## config.mk

```make
export PLATFORM = sky130hd
export DESIGN_NAME = operand_stage_flat
export DESIGN_NICKNAME = d
export VERILOG_FILES = /design/src/rtl/pipeline_pkg.sv /design/src/rtl/operand_stage_if.sv /design/src/rtl/operand_forward.sv /design/src/rtl/operand_stage.sv /design/src/flat_wrapper.sv
export SDC_FILE = /design/constraint.sdc
export NUM_CORES = 1
export LEC_CHECK = 0
export CAP_MARGIN = 20
export CORE_AREA = 2 2 119 121
export CTS_CLUSTER_SIZE = 20
export DETAILED_ROUTE_END_ITERATION = 8
export DIE_AREA = 0 0 121 123
export HOLD_SLACK_MARGIN = 0.05
export PLACE_DENSITY = 0.93
export SLEW_MARGIN = 20
export SYNTH_ARGS = -nofsm -noshare
export SYNTH_HDL_FRONTEND = slang
export SYNTH_SLANG_ARGS = --single-unit
```

## constraint.sdc

```tcl
create_clock -name clk -period 5.6 [get_ports clk]
set_input_delay 0.84 -clock clk [delete_from_list [all_inputs] [get_ports clk]]
set_output_delay 0.84 -clock clk [all_outputs]
set_load 0.02 [all_outputs]
```

## src/rtl/pipeline_pkg.sv

```systemverilog
// Shared pipeline constants and the operand forward-select encoding.
// Pure declarations; no timing or flow control.
package pipeline_pkg;

    localparam int DATA_W = 32;
    localparam int ADDR_W = 5;
    localparam int CTRL_W = 16;
    localparam int PERF_W = 32;

    typedef enum logic [1:0] {
        FWD_RF,
        FWD_EX,
        FWD_MEM,
        FWD_WB
    } fwd_sel_t;

endpackage

```

## src/rtl/operand_stage_if.sv

```systemverilog
// Operand stage bus: decode/regfile/bypass inputs and EX-bound outputs; master is the surrounding pipeline, slave is operand_stage.
// With OPSTAGE_PERF_EN defined, the bus also carries the two performance counters.
interface operand_stage_if #(
    parameter int DW = pipeline_pkg::DATA_W,
    parameter int AW = pipeline_pkg::ADDR_W,
    parameter int CW = pipeline_pkg::CTRL_W
) ();

    logic          id_valid;
    logic [AW-1:0] id_rs;
    logic [AW-1:0] id_rt;
    logic          id_use_rs;
    logic          id_use_rt;
    logic [AW-1:0] id_rd;
    logic          id_we;
    logic          id_is_load;
    logic [CW-1:0] id_ctrl;
    logic          id_stall;
    logic [AW-1:0] RA;
    logic [AW-1:0] RB;
    logic [DW-1:0] PA;
    logic [DW-1:0] PB;
    logic [DW-1:0] ex_result;
    logic [AW-1:0] mem_rd;
    logic          mem_we;
    logic [DW-1:0] mem_data;
    logic [AW-1:0] wb_rd;
    logic          wb_we;
    logic [DW-1:0] wb_data;
    logic          flush;
    logic          ex_ready;
    logic          ex_valid;
    logic [DW-1:0] ex_a;
    logic [DW-1:0] ex_b;
    logic [AW-1:0] ex_rd;
    logic          ex_we;
    logic          ex_is_load;
    logic [CW-1:0] ex_ctrl;
`ifdef OPSTAGE_PERF_EN
    logic [pipeline_pkg::PERF_W-1:0] perf_bubbles;
    logic [pipeline_pkg::PERF_W-1:0] perf_holds;
`endif

    modport master (
        output id_valid, id_rs, id_rt, id_use_rs, id_use_rt, id_rd, id_we, id_is_load, id_ctrl,
        output PA, PB, ex_result, mem_rd, mem_we, mem_data, wb_rd, wb_we, wb_data, flush, ex_ready,
        input  id_stall, RA, RB, ex_valid, ex_a, ex_b, ex_rd, ex_we, ex_is_load, ex_ctrl
`ifdef OPSTAGE_PERF_EN
        , input perf_bubbles, perf_holds
`endif
    );

    modport slave (
        input  id_valid, id_rs, id_rt, id_use_rs, id_use_rt, id_rd, id_we, id_is_load, id_ctrl,
        input  PA, PB, ex_result, mem_rd, mem_we, mem_data, wb_rd, wb_we, wb_data, flush, ex_ready,
        output id_stall, RA, RB, ex_valid, ex_a, ex_b, ex_rd, ex_we, ex_is_load, ex_ctrl
`ifdef OPSTAGE_PERF_EN
        , output perf_bubbles, perf_holds
`endif
    );

endinterface

```

## src/rtl/operand_forward.sv

```systemverilog
// One source operand's bypass: compare against EX/MEM/WB destinations and mux the youngest match over the regfile read.
// Purely combinational; register $0 always resolves to zero.
module operand_forward
    import pipeline_pkg::*;
#(
    parameter int DW = DATA_W,
    parameter int AW = ADDR_W
) (
    input  logic [AW-1:0] src_i,
    input  logic [DW-1:0] rf_data_i,
    input  logic          ex_fwd_en_i,
    input  logic [AW-1:0] ex_rd_i,
    input  logic [DW-1:0] ex_data_i,
    input  logic          mem_we_i,
    input  logic [AW-1:0] mem_rd_i,
    input  logic [DW-1:0] mem_data_i,
    input  logic          wb_we_i,
    input  logic [AW-1:0] wb_rd_i,
    input  logic [DW-1:0] wb_data_i,
    output logic [DW-1:0] data_o
);

    fwd_sel_t sel;

    always_comb begin
        sel = FWD_RF;
        if (src_i == '0)                          sel = FWD_RF;
        else if (ex_fwd_en_i && ex_rd_i == src_i) sel = FWD_EX;
        else if (mem_we_i && mem_rd_i == src_i)   sel = FWD_MEM;
        else if (wb_we_i && wb_rd_i == src_i)     sel = FWD_WB;
    end

    // WB still needs a bypass: the regfile write lands on the edge, so this cycle's read is stale.
    always_comb begin
        data_o = rf_data_i;
        case (sel)
            FWD_EX:  data_o = ex_data_i;
            FWD_MEM: data_o = mem_data_i;
            FWD_WB:  data_o = wb_data_i;
            default: data_o = rf_data_i;
        endcase
        if (src_i == '0) data_o = '0;
    end

endmodule

```

## src/rtl/operand_stage.sv

```systemverilog
// ID/EX operand stage: forwards EX/MEM/WB results, inserts one load-use bubble, registers the EX-bound instruction (1-cycle latency).
// Holds everything and stalls decode while ex_ready=0; flush kills it. OPSTAGE_PERF_EN adds bubble/hold counters.
module operand_stage #(
    parameter int DATA_W = pipeline_pkg::DATA_W,
    parameter int ADDR_W = pipeline_pkg::ADDR_W,
    parameter int CTRL_W = pipeline_pkg::CTRL_W
) (
    input logic            clk,
    input logic            rst_n,
    operand_stage_if.slave bus
);

    logic              ex_valid_q, ex_valid_d;
    logic [DATA_W-1:0] ex_a_q, ex_a_d;
    logic [DATA_W-1:0] ex_b_q, ex_b_d;
    logic [ADDR_W-1:0] ex_rd_q, ex_rd_d;
    logic              ex_we_q, ex_we_d;
    logic              ex_is_load_q, ex_is_load_d;
    logic [CTRL_W-1:0] ex_ctrl_q, ex_ctrl_d;
    logic [DATA_W-1:0] fwd_a, fwd_b;
    logic              ex_fwd_en, hz, id_stall;

    assign bus.RA = bus.id_rs;
    assign bus.RB = bus.id_rt;

    // A load's data isn't ready in EX; that case is the load-use bubble below instead.
    assign ex_fwd_en = ex_valid_q & ex_we_q & ~ex_is_load_q;

    operand_forward #(.DW(DATA_W), .AW(ADDR_W)) u_fwd_rs (
        .src_i(bus.id_rs), .rf_data_i(bus.PA),
        .ex_fwd_en_i(ex_fwd_en), .ex_rd_i(ex_rd_q), .ex_data_i(bus.ex_result),
        .mem_we_i(bus.mem_we), .mem_rd_i(bus.mem_rd), .mem_data_i(bus.mem_data),
        .wb_we_i(bus.wb_we), .wb_rd_i(bus.wb_rd), .wb_data_i(bus.wb_data),
        .data_o(fwd_a)
    );

    operand_forward #(.DW(DATA_W), .AW(ADDR_W)) u_fwd_rt (
        .src_i(bus.id_rt), .rf_data_i(bus.PB),
        .ex_fwd_en_i(ex_fwd_en), .ex_rd_i(ex_rd_q), .ex_data_i(bus.ex_result),
        .mem_we_i(bus.mem_we), .mem_rd_i(bus.mem_rd), .mem_data_i(bus.mem_data),
        .wb_we_i(bus.wb_we), .wb_rd_i(bus.wb_rd), .wb_data_i(bus.wb_data),
        .data_o(fwd_b)
    );

    assign hz = bus.id_valid & ex_valid_q & ex_is_load_q & ex_we_q & (ex_rd_q != '0) &
                ((bus.id_use_rs & (ex_rd_q == bus.id_rs)) | (bus.id_use_rt & (ex_rd_q == bus.id_rt)));

    always_comb begin
        ex_valid_d   = ex_valid_q;
        ex_a_d       = ex_a_q;
        ex_b_d       = ex_b_q;
        ex_rd_d      = ex_rd_q;
        ex_we_d      = ex_we_q;
        ex_is_load_d = ex_is_load_q;
        ex_ctrl_d    = ex_ctrl_q;
        id_stall     = 1'b0;
        if (bus.flush) begin
            ex_valid_d = 1'b0;
        end else if (!bus.ex_ready) begin
            id_stall = bus.id_valid;
        end else if (hz) begin
            ex_valid_d = 1'b0;
            id_stall   = 1'b1;
        end else begin
            ex_valid_d   = bus.id_valid;
            ex_a_d       = fwd_a;
            ex_b_d       = fwd_b;
            ex_rd_d      = bus.id_rd;
            ex_we_d      = bus.id_we;
            ex_is_load_d = bus.id_is_load;
            ex_ctrl_d    = bus.id_ctrl;
        end
    end

    always_ff @(posedge clk) begin
        if (!rst_n) begin
            ex_valid_q   <= 1'b0;
            ex_a_q       <= '0;
            ex_b_q       <= '0;
            ex_rd_q      <= '0;
            ex_we_q      <= 1'b0;
            ex_is_load_q <= 1'b0;
            ex_ctrl_q    <= '0;
        end else begin
            ex_valid_q   <= ex_valid_d;
            ex_a_q       <= ex_a_d;
            ex_b_q       <= ex_b_d;
            ex_rd_q      <= ex_rd_d;
            ex_we_q      <= ex_we_d;
            ex_is_load_q <= ex_is_load_d;
            ex_ctrl_q    <= ex_ctrl_d;
        end
    end

    assign bus.id_stall   = id_stall;
    assign bus.ex_valid   = ex_valid_q;
    assign bus.ex_a       = ex_a_q;
    assign bus.ex_b       = ex_b_q;
    assign bus.ex_rd      = ex_rd_q;
    assign bus.ex_we      = ex_we_q;
    assign bus.ex_is_load = ex_is_load_q;
    assign bus.ex_ctrl    = ex_ctrl_q;

`ifdef OPSTAGE_PERF_EN
    logic [pipeline_pkg::PERF_W-1:0] perf_bubbles_q, perf_holds_q;
    logic                            bubble_evt, hold_evt;

    assign bubble_evt = ~bus.flush & bus.ex_ready & hz;
    assign hold_evt   = ~bus.flush & ~bus.ex_ready & bus.id_valid;

    always_ff @(posedge clk) begin
        if (!rst_n) begin
            perf_bubbles_q <= '0;
            perf_holds_q   <= '0;
        end else begin
            if (bubble_evt && perf_bubbles_q != '1) perf_bubbles_q <= perf_bubbles_q + 1'b1;
            if (hold_evt && perf_holds_q != '1)     perf_holds_q   <= perf_holds_q + 1'b1;
        end
    end

    assign bus.perf_bubbles = perf_bubbles_q;
    assign bus.perf_holds   = perf_holds_q;
`endif

endmodule

```

## src/flat_wrapper.sv

```systemverilog
// flat-port wrapper written by rule: the top's interface ports become plain ports
module operand_stage_flat 
#(
    parameter int DATA_W = pipeline_pkg::DATA_W,
    parameter int ADDR_W = pipeline_pkg::ADDR_W,
    parameter int CTRL_W = pipeline_pkg::CTRL_W
)
  (clk, rst_n, bus_id_valid, bus_id_rs, bus_id_rt, bus_id_use_rs, bus_id_use_rt, bus_id_rd, bus_id_we, bus_id_is_load, bus_id_ctrl, bus_PA, bus_PB, bus_ex_result, bus_mem_rd, bus_mem_we, bus_mem_data, bus_wb_rd, bus_wb_we, bus_wb_data, bus_flush, bus_ex_ready, bus_id_stall, bus_RA, bus_RB, bus_ex_valid, bus_ex_a, bus_ex_b, bus_ex_rd, bus_ex_we, bus_ex_is_load, bus_ex_ctrl);
  operand_stage_if bus_i ();
  input logic clk;
  input logic rst_n;
  input wire logic [$bits(bus_i.id_valid)-1:0] bus_id_valid;
  input wire logic [$bits(bus_i.id_rs)-1:0] bus_id_rs;
  input wire logic [$bits(bus_i.id_rt)-1:0] bus_id_rt;
  input wire logic [$bits(bus_i.id_use_rs)-1:0] bus_id_use_rs;
  input wire logic [$bits(bus_i.id_use_rt)-1:0] bus_id_use_rt;
  input wire logic [$bits(bus_i.id_rd)-1:0] bus_id_rd;
  input wire logic [$bits(bus_i.id_we)-1:0] bus_id_we;
  input wire logic [$bits(bus_i.id_is_load)-1:0] bus_id_is_load;
  input wire logic [$bits(bus_i.id_ctrl)-1:0] bus_id_ctrl;
  input wire logic [$bits(bus_i.PA)-1:0] bus_PA;
  input wire logic [$bits(bus_i.PB)-1:0] bus_PB;
  input wire logic [$bits(bus_i.ex_result)-1:0] bus_ex_result;
  input wire logic [$bits(bus_i.mem_rd)-1:0] bus_mem_rd;
  input wire logic [$bits(bus_i.mem_we)-1:0] bus_mem_we;
  input wire logic [$bits(bus_i.mem_data)-1:0] bus_mem_data;
  input wire logic [$bits(bus_i.wb_rd)-1:0] bus_wb_rd;
  input wire logic [$bits(bus_i.wb_we)-1:0] bus_wb_we;
  input wire logic [$bits(bus_i.wb_data)-1:0] bus_wb_data;
  input wire logic [$bits(bus_i.flush)-1:0] bus_flush;
  input wire logic [$bits(bus_i.ex_ready)-1:0] bus_ex_ready;
  output wire logic [$bits(bus_i.id_stall)-1:0] bus_id_stall;
  output wire logic [$bits(bus_i.RA)-1:0] bus_RA;
  output wire logic [$bits(bus_i.RB)-1:0] bus_RB;
  output wire logic [$bits(bus_i.ex_valid)-1:0] bus_ex_valid;
  output wire logic [$bits(bus_i.ex_a)-1:0] bus_ex_a;
  output wire logic [$bits(bus_i.ex_b)-1:0] bus_ex_b;
  output wire logic [$bits(bus_i.ex_rd)-1:0] bus_ex_rd;
  output wire logic [$bits(bus_i.ex_we)-1:0] bus_ex_we;
  output wire logic [$bits(bus_i.ex_is_load)-1:0] bus_ex_is_load;
  output wire logic [$bits(bus_i.ex_ctrl)-1:0] bus_ex_ctrl;
  assign bus_i.id_valid = bus_id_valid;
  assign bus_i.id_rs = bus_id_rs;
  assign bus_i.id_rt = bus_id_rt;
  assign bus_i.id_use_rs = bus_id_use_rs;
  assign bus_i.id_use_rt = bus_id_use_rt;
  assign bus_i.id_rd = bus_id_rd;
  assign bus_i.id_we = bus_id_we;
  assign bus_i.id_is_load = bus_id_is_load;
  assign bus_i.id_ctrl = bus_id_ctrl;
  assign bus_i.PA = bus_PA;
  assign bus_i.PB = bus_PB;
  assign bus_i.ex_result = bus_ex_result;
  assign bus_i.mem_rd = bus_mem_rd;
  assign bus_i.mem_we = bus_mem_we;
  assign bus_i.mem_data = bus_mem_data;
  assign bus_i.wb_rd = bus_wb_rd;
  assign bus_i.wb_we = bus_wb_we;
  assign bus_i.wb_data = bus_wb_data;
  assign bus_i.flush = bus_flush;
  assign bus_i.ex_ready = bus_ex_ready;
  assign bus_id_stall = bus_i.id_stall;
  assign bus_RA = bus_i.RA;
  assign bus_RB = bus_i.RB;
  assign bus_ex_valid = bus_i.ex_valid;
  assign bus_ex_a = bus_i.ex_a;
  assign bus_ex_b = bus_i.ex_b;
  assign bus_ex_rd = bus_i.ex_rd;
  assign bus_ex_we = bus_i.ex_we;
  assign bus_ex_is_load = bus_i.ex_is_load;
  assign bus_ex_ctrl = bus_i.ex_ctrl;
  operand_stage #(.DATA_W(DATA_W), .ADDR_W(ADDR_W), .CTRL_W(CTRL_W)) u_core (.clk(clk), .rst_n(rst_n), .bus(bus_i));
endmodule
```

=== Yosys cells after proc, flatten, opt, wreduce, memory -nomap -nowiden ===
Index checks and enable logic that the tools add are counted.

* Eq/ne operators: 12
* Multiplexer cells: 16
* Bitwise logic cells: 14
* Reduce and logical (&&, ||, !) cells: 11

{| class="wikitable"
|+ Operators by type and width
! operator !! number
|-
| 32-bit one-hot mux with 3 select lines || 2
|-
| 32-bit two-way mux || 2
|-
| 5-bit == test || 6
|-
| 2-bit two-way mux || 8
|-
| 5-bit logical NOT || 2
|-
| 1-bit AND || 9
|-
| 2-bit == test, second input constant || 4
|-
| 1-bit logical AND || 6
|-
| 5-bit nonzero test || 1
|-
| 2-bit by 1-bit == test with 1-bit output, second input constant || 2
|-
| 1-bit two-way mux || 4
|-
| 1-bit NOT || 4
|-
| 3-bit AND reduction || 1
|-
| 2-bit OR reduction || 1
|-
| 1-bit OR || 1
|}

* Register bits: 88
* Input port bits: 212
* Output and inout bits: 99
* Word-level logic and storage cells: 60

=== Longest topological paths before layout ===
* Depth after elaboration: 9
* Gate-level depth with buffers: 9
* Mapped depth without buffers: 6

=== By module ===
From an unflattened synthesis, not the netlist that was laid out.

* Cell total of the unflattened synthesis: 1144
* Area total of the unflattened synthesis: 8476.9 um^2

{| class="wikitable"
|+ By module, submodules not included
! module !! times used !! cells each !! area an instance (um^2) !! seq. area each (um^2)
|-
| operand_stage || 1 || 650 || 5228.8 || 1761.7
|-
| operand_forward || 2 || 247 || 1624.1 || 0.0
|}

=== Least setup slack after synthesis ===
OpenSTA, ideal clock, no wires.

* Path kind: in2reg
* Start point: input bus_id_rt[0]
* End point: register u_core.ex_b_q[31], in the netlist u_core.bus.ex_b[31]
* Library setup time: 0.125 ns
* Arrival time: 2.643 ns
* Required time: 5.475 ns
* Setup slack: 2.833 ns
* Stages on the path: 8
* Buffers on the path: 2
* Cells stage by stage: or4_4 > nor2_4 > and4b_1 > buf_2 > or3_1 > buf_2 > o211a_1 > o2bb2ai_1

* Cells in the longest elaborated chain, start to end: 9
* Elaborated cells between the ends (all ways): 21
* Those cells by class: eq/ne (6); mux (6); bitwise (4); reduce/logical (5)

{| class="wikitable"
|+ RTL lines
! what !! line !! source
|-
| start, declared || flat_wrapper.sv:14 || <nowiki>input wire logic [$bits(bus_i.id_rt)-1:0] bus_id_rt;</nowiki>
|-
| 5-bit == test || operand_forward.sv:30 || <nowiki>else if (wb_we_i && wb_rd_i == src_i) sel = FWD_WB;</nowiki>
|-
| 1-bit logical AND || operand_forward.sv:30 ||
|-
| 2-bit two-way mux || operand_forward.sv:30 ||
|-
| 2-bit two-way mux || operand_forward.sv:29 || <nowiki>else if (mem_we_i && mem_rd_i == src_i) sel = FWD_MEM;</nowiki>
|-
| 2-bit two-way mux || operand_forward.sv:28 || <nowiki>else if (ex_fwd_en_i && ex_rd_i == src_i) sel = FWD_EX;</nowiki>
|-
| 2-bit two-way mux || operand_forward.sv:27 || <nowiki>if (src_i == '0) sel = FWD_RF;</nowiki>
|-
| 2-bit == test or 2-bit by 1-bit == test with 1-bit output (tied branches) || operand_forward.sv:36 || <nowiki>case (sel)</nowiki>
|-
| 32-bit one-hot mux with 3 select lines || operand_forward.sv:36 ||
|-
| 32-bit two-way mux || operand_forward.sv:42 || <nowiki>if (src_i == '0) data_o = '0;</nowiki>
|-
| end signal, assigned || operand_stage.sv:79 || <nowiki>ex_b_q <= '0;</nowiki>
|-
| end signal, assigned || operand_stage.sv:87 || <nowiki>ex_b_q <= ex_b_d;</nowiki>
|-
| end, declared || operand_stage.sv:15 || <nowiki>logic [DATA_W-1:0] ex_b_q, ex_b_d;</nowiki>
|}

Parallel ways exist; a longest one is shown, timed or not.
A chain may end at the register's enable or synchronous reset.

=== Worst setup path after layout ===
* Start point: input bus_id_rt[0]
* End point: output bus_id_stall

* Cells in the longest elaborated chain, start to end: 7

{| class="wikitable"
|+ RTL lines
! what !! line !! source
|-
| 5-bit == test || operand_stage.sv:46 || <nowiki>((bus.id_use_rs & (ex_rd_q == bus.id_rs)) | (bus.id_use_rt & (ex_rd_q == bus.id_rt)));</nowiki>
|-
| 1-bit AND || operand_stage.sv:46 ||
|-
| 1-bit OR || operand_stage.sv:46 ||
|-
| 1-bit AND || operand_stage.sv:45 || <nowiki>assign hz = bus.id_valid & ex_valid_q & ex_is_load_q & ex_we_q & (ex_rd_q != '0) &</nowiki>
|-
| 1-bit two-way mux || operand_stage.sv:61 || <nowiki>end else if (hz) begin</nowiki>
|-
| 1-bit two-way mux || operand_stage.sv:59 || <nowiki>end else if (!bus.ex_ready) begin</nowiki>
|-
| 1-bit two-way mux || operand_stage.sv:57 || <nowiki>if (bus.flush) begin</nowiki>
|-
| end, declared || flat_wrapper.sv:32 || <nowiki>output wire logic [$bits(bus_i.id_stall)-1:0] bus_id_stall;</nowiki>
|}

No other way between the ends.

==> run metrics <==
total wire length 21700 um; Starting Density 38.9%; setup tns final 0 ns; Die Area 0.0149 mm2; Clock Latency Late Sink between 0.3 and 0.4 ns; largest net degree at the start of global routing 64; sequential area share after synthesis 33.3%; Crit Reg-Reg Endpoint u_core.bus.ex_a[13]$_SDFFE_PN0P_; post-synth cell types 36; Num CTS Buffers 9; ANT cells 0; area grow syn2layout 63.9%; Yosys reg bits 88; share of layout cells above drive strength 1 4.05%; number of routed nets with antenna violations 0; crit path kind in2out; RR Startpoint u_core.bus.ex_is_load$_SDFFE_PN0P_; HPWL Detailed around 16000 um; Fin. Hold Viols 0; CTS Hold Bufs 0; Clock Path Buffers 2; clock slew at reported path FFs approximately 0.060 ns; CP bufs+invs 2; Vias 6248; Rel. slew slack 48.7%; Resized Gates After CTS 0; Fillers 1137; Setup crit end kind primary output; critical path's slowest cell clkdlybuf4s50_1; PortBufs 310; crit start category primary input; Root Buffer clkbuf_16; grt ovf 0; average size of a mapped cell 8.22 um2; WP data required 4.76 ns; Final Wtd Congestion 0.888; crit share post-route 70.8%; Ports ~310; std cell rows 43; Mapped Nets about 860; detailed-route wire length per cell 19.8 um; crit-path cells clkdlybuf4s50_1 -> xnor2_1 -> nand3_1 -> o22ai_1 -> nand3_1 -> a21oi_1 -> clkdlybuf4s50_1; crit path DAT between 3 and 4 ns; DR DRC count 0; total power 1.69 mW; Least-Margin Pin Slew approximately 0.77 ns; status complete, no violations; P_leak approximately 3 nW; R2R setup slack 2.48 ns; first-pass GRT wire length between 30000 and 40000 um; GRT Total Usage 28.3%; Post-CTS Setup Repair Bufs 0; Post-layout nets 1121; power per cell area 195 mW/mm2; slowest stage delay, CP 0.65 ns; Top delay family on crit path buffers and inverters; Hold Path End u_core.bus.ex_b[23]$_SDFFE_PN0P_; max frequency between 0.2 and 0.3 GHz; Die W roughly 120 um; Detailed Route Iter0 Violations 450; RSZ-0062 raised after global routing no; Die Y 123 um; Synth Cell Area between 0.005 and 0.006 mm2; endpoints failing setup 0; Vias/cell 5.72; Final min period 3.96 ns; Worst VDD drop 124 uV; Slew Limit Fails 0; Synth Warn # 0; CP max FO 5; Worst Skew 0.0119 ns; hold depth 2; WHS 0.452 ns; worst hold path class reg2reg; Worst Hold Launch u_core.bus.ex_b[23]$_SDFFE_PN0P_; CTS tree yes; Pre-antenna DRT Iters 5; CTS sink count 88; H-tree depth 3; initial antenna violation count 0; max_cap viols 0; worst r2r path cells 8; Placeable Area roughly 0.014 mm2; Mapped Cells about 640; vias in the first global route 6447
==> report_power, final <==
part	switching [mW]	total [mW]	leakage, nW	internal (mW)
Sequential	0.0217	0.682	0.720	0.660
Clock	0.254	0.551	0.125	0.297
Combinational	0.200	0.459	2.21	0.260
Total	0.476	1.69	3.05	1.22
==> placed cells by master (no fill, tap or decap), types with 8 or more instances in the layout <==
cell type	instances
clkdlybuf4s50_1	310
nand3_1	8
buf_4	14
a221oi_1	60
a211oi_1	56
dfxtp_1	88
nor2_1	67
clkbuf_16	9
nand2_1	10
nor2b_1	26
xor2_1	8
inv_1	93
xnor2_1	22
o32ai_1	63
mux2i_1	23
==> cell type report <==
| cell class | count | area, um2 | share of cell area [%] |
|---|---|---|---|
| clock buffers | 11 | 233 | 2.68 |
| flip-flops and latches | 88 | 1760 | 20.3 |
| repair buffers | 324 | 3210 | 37.0 |
| inverters | 93 | 349 | 4.02 |
| multi-input cells | 393 | 2880 | 33.2 |
| clock inverters | 4 | 22.5 | 0.260 |
| well taps | 180 | 225 | 2.60 |
==> logic make-up after synthesis <==
logic type | Yosys count | synth area share [%]
flip-flops | 88 | 33.3
buffers and inverters | 163 | 13.1
AO/OA/AOI/OAI | 189 | 29.8
multiplexers | 23 | 4.35
AND/OR/NAND/NOR | 151 | 14.6
XOR/XNOR | 30 | 4.96
==> per-layer routing <==
layer	share of wire [%]	track usage [%]	routed length, um	vias up
li1	-	-	-	2905
met1	39	33.1	8360	2898
met2	48	48.9	10500	387
met3	9.7	7.06	2110	58
met4	3.2	12.7	704	0
met5	0	0	0	-
==> state kept, by name, indices dropped and copies added, names as in the netlist <==
signal                 count
u_core.bus.ex_valid        1
u_core.bus.ex_is_load      1
u_core.bus.ex_a           32
u_core.bus.ex_ctrl        16
u_core.bus.ex_b           32
u_core.bus.ex_we           1
u_core.bus.ex_rd           5
==> metrics by stage <==
stage | worst slack [ns] | area [um2] | utilization, % | cells
after global routing | 1.47 | 8680 | 63.7 | 1093
after CTS | 1.62 | 8680 | 63.7 | 1093
final | 1.64 | 8680 | 63.7 | 1093
after global placement | 1.42 | 8420 | 61.9 | 1078
after floorplan | 2.83 | 5290 | - | 644
after detailed placement | 1.33 | 8420 | 61.9 | 1078
==> Yosys cell counts <==
cell type / number / area share, %
nor4_1: 6 / 0.71
and2_0: 2 / 0.24
buf_2: 16 / 1.5
nand3b_1: 1 / 0.14
a31oi_1: 1 / 0.12
o211a_1: 1 / 0.19
nand4_1: 6 / 0.71
nor4_2: 1 / 0.24
nand2_1: 10 / 0.71
o22ai_1: 1 / 0.12
xnor2_1: 22 / 3.6
or4_4: 2 / 0.43
or3_1: 3 / 0.35
o2111a_1: 1 / 0.21
inv_1: 93 / 6.6
buf_6: 3 / 0.64
nor2_1: 67 / 4.8
nand2b_1: 6 / 0.71
a222oi_1: 2 / 0.38
buf_4: 10 / 1.4
mux2i_1: 23 / 4.3
nor3b_1: 1 / 0.14
o32ai_1: 63 / 10
and3b_1: 1 / 0.17
a221oi_1: 60 / 9.9
xor2_1: 8 / 1.3
nor2_4: 2 / 0.43
nand3_1: 8 / 0.76
clkbuf_1: 41 / 2.9
o2bb2ai_1: 1 / 0.17
dfxtp_1: 88 / 33
nor3_1: 7 / 0.66
nor2b_1: 26 / 3.1
and4b_1: 2 / 0.38
a21oi_1: 3 / 0.28
a211oi_1: 56 / 7.9
==> worst min-delay path: cells and delay by family, from the launching register on <==
family	cells	cell delay [ns]
AOI/OAI and AO/OA	1	0.05
buffers and inverters	1	0.05
DFF	1	0.31
==> worst max path at each step <==
stage	cells past startpoint	slack (ns)	end	startpoint
global placement	9	1.42	u_core.bus.ex_b[30]$_SDFFE_PN0P_	bus_id_rt[0]
floorplan	8	2.83	u_core.bus.ex_b[31]$_SDFFE_PN0P_	bus_id_rt[0]
global route	9	1.47	u_core.bus.ex_b[14]$_SDFFE_PN0P_	bus_id_rt[4]
finish	7	1.64	bus_id_stall	bus_id_rt[0]
detailed placement	9	1.33	u_core.bus.ex_b[25]$_SDFFE_PN0P_	bus_id_rt[0]
CTS	7	1.62	bus_id_stall	bus_id_rt[2]
Note: power is estimated with default switching activity, not from simulation.
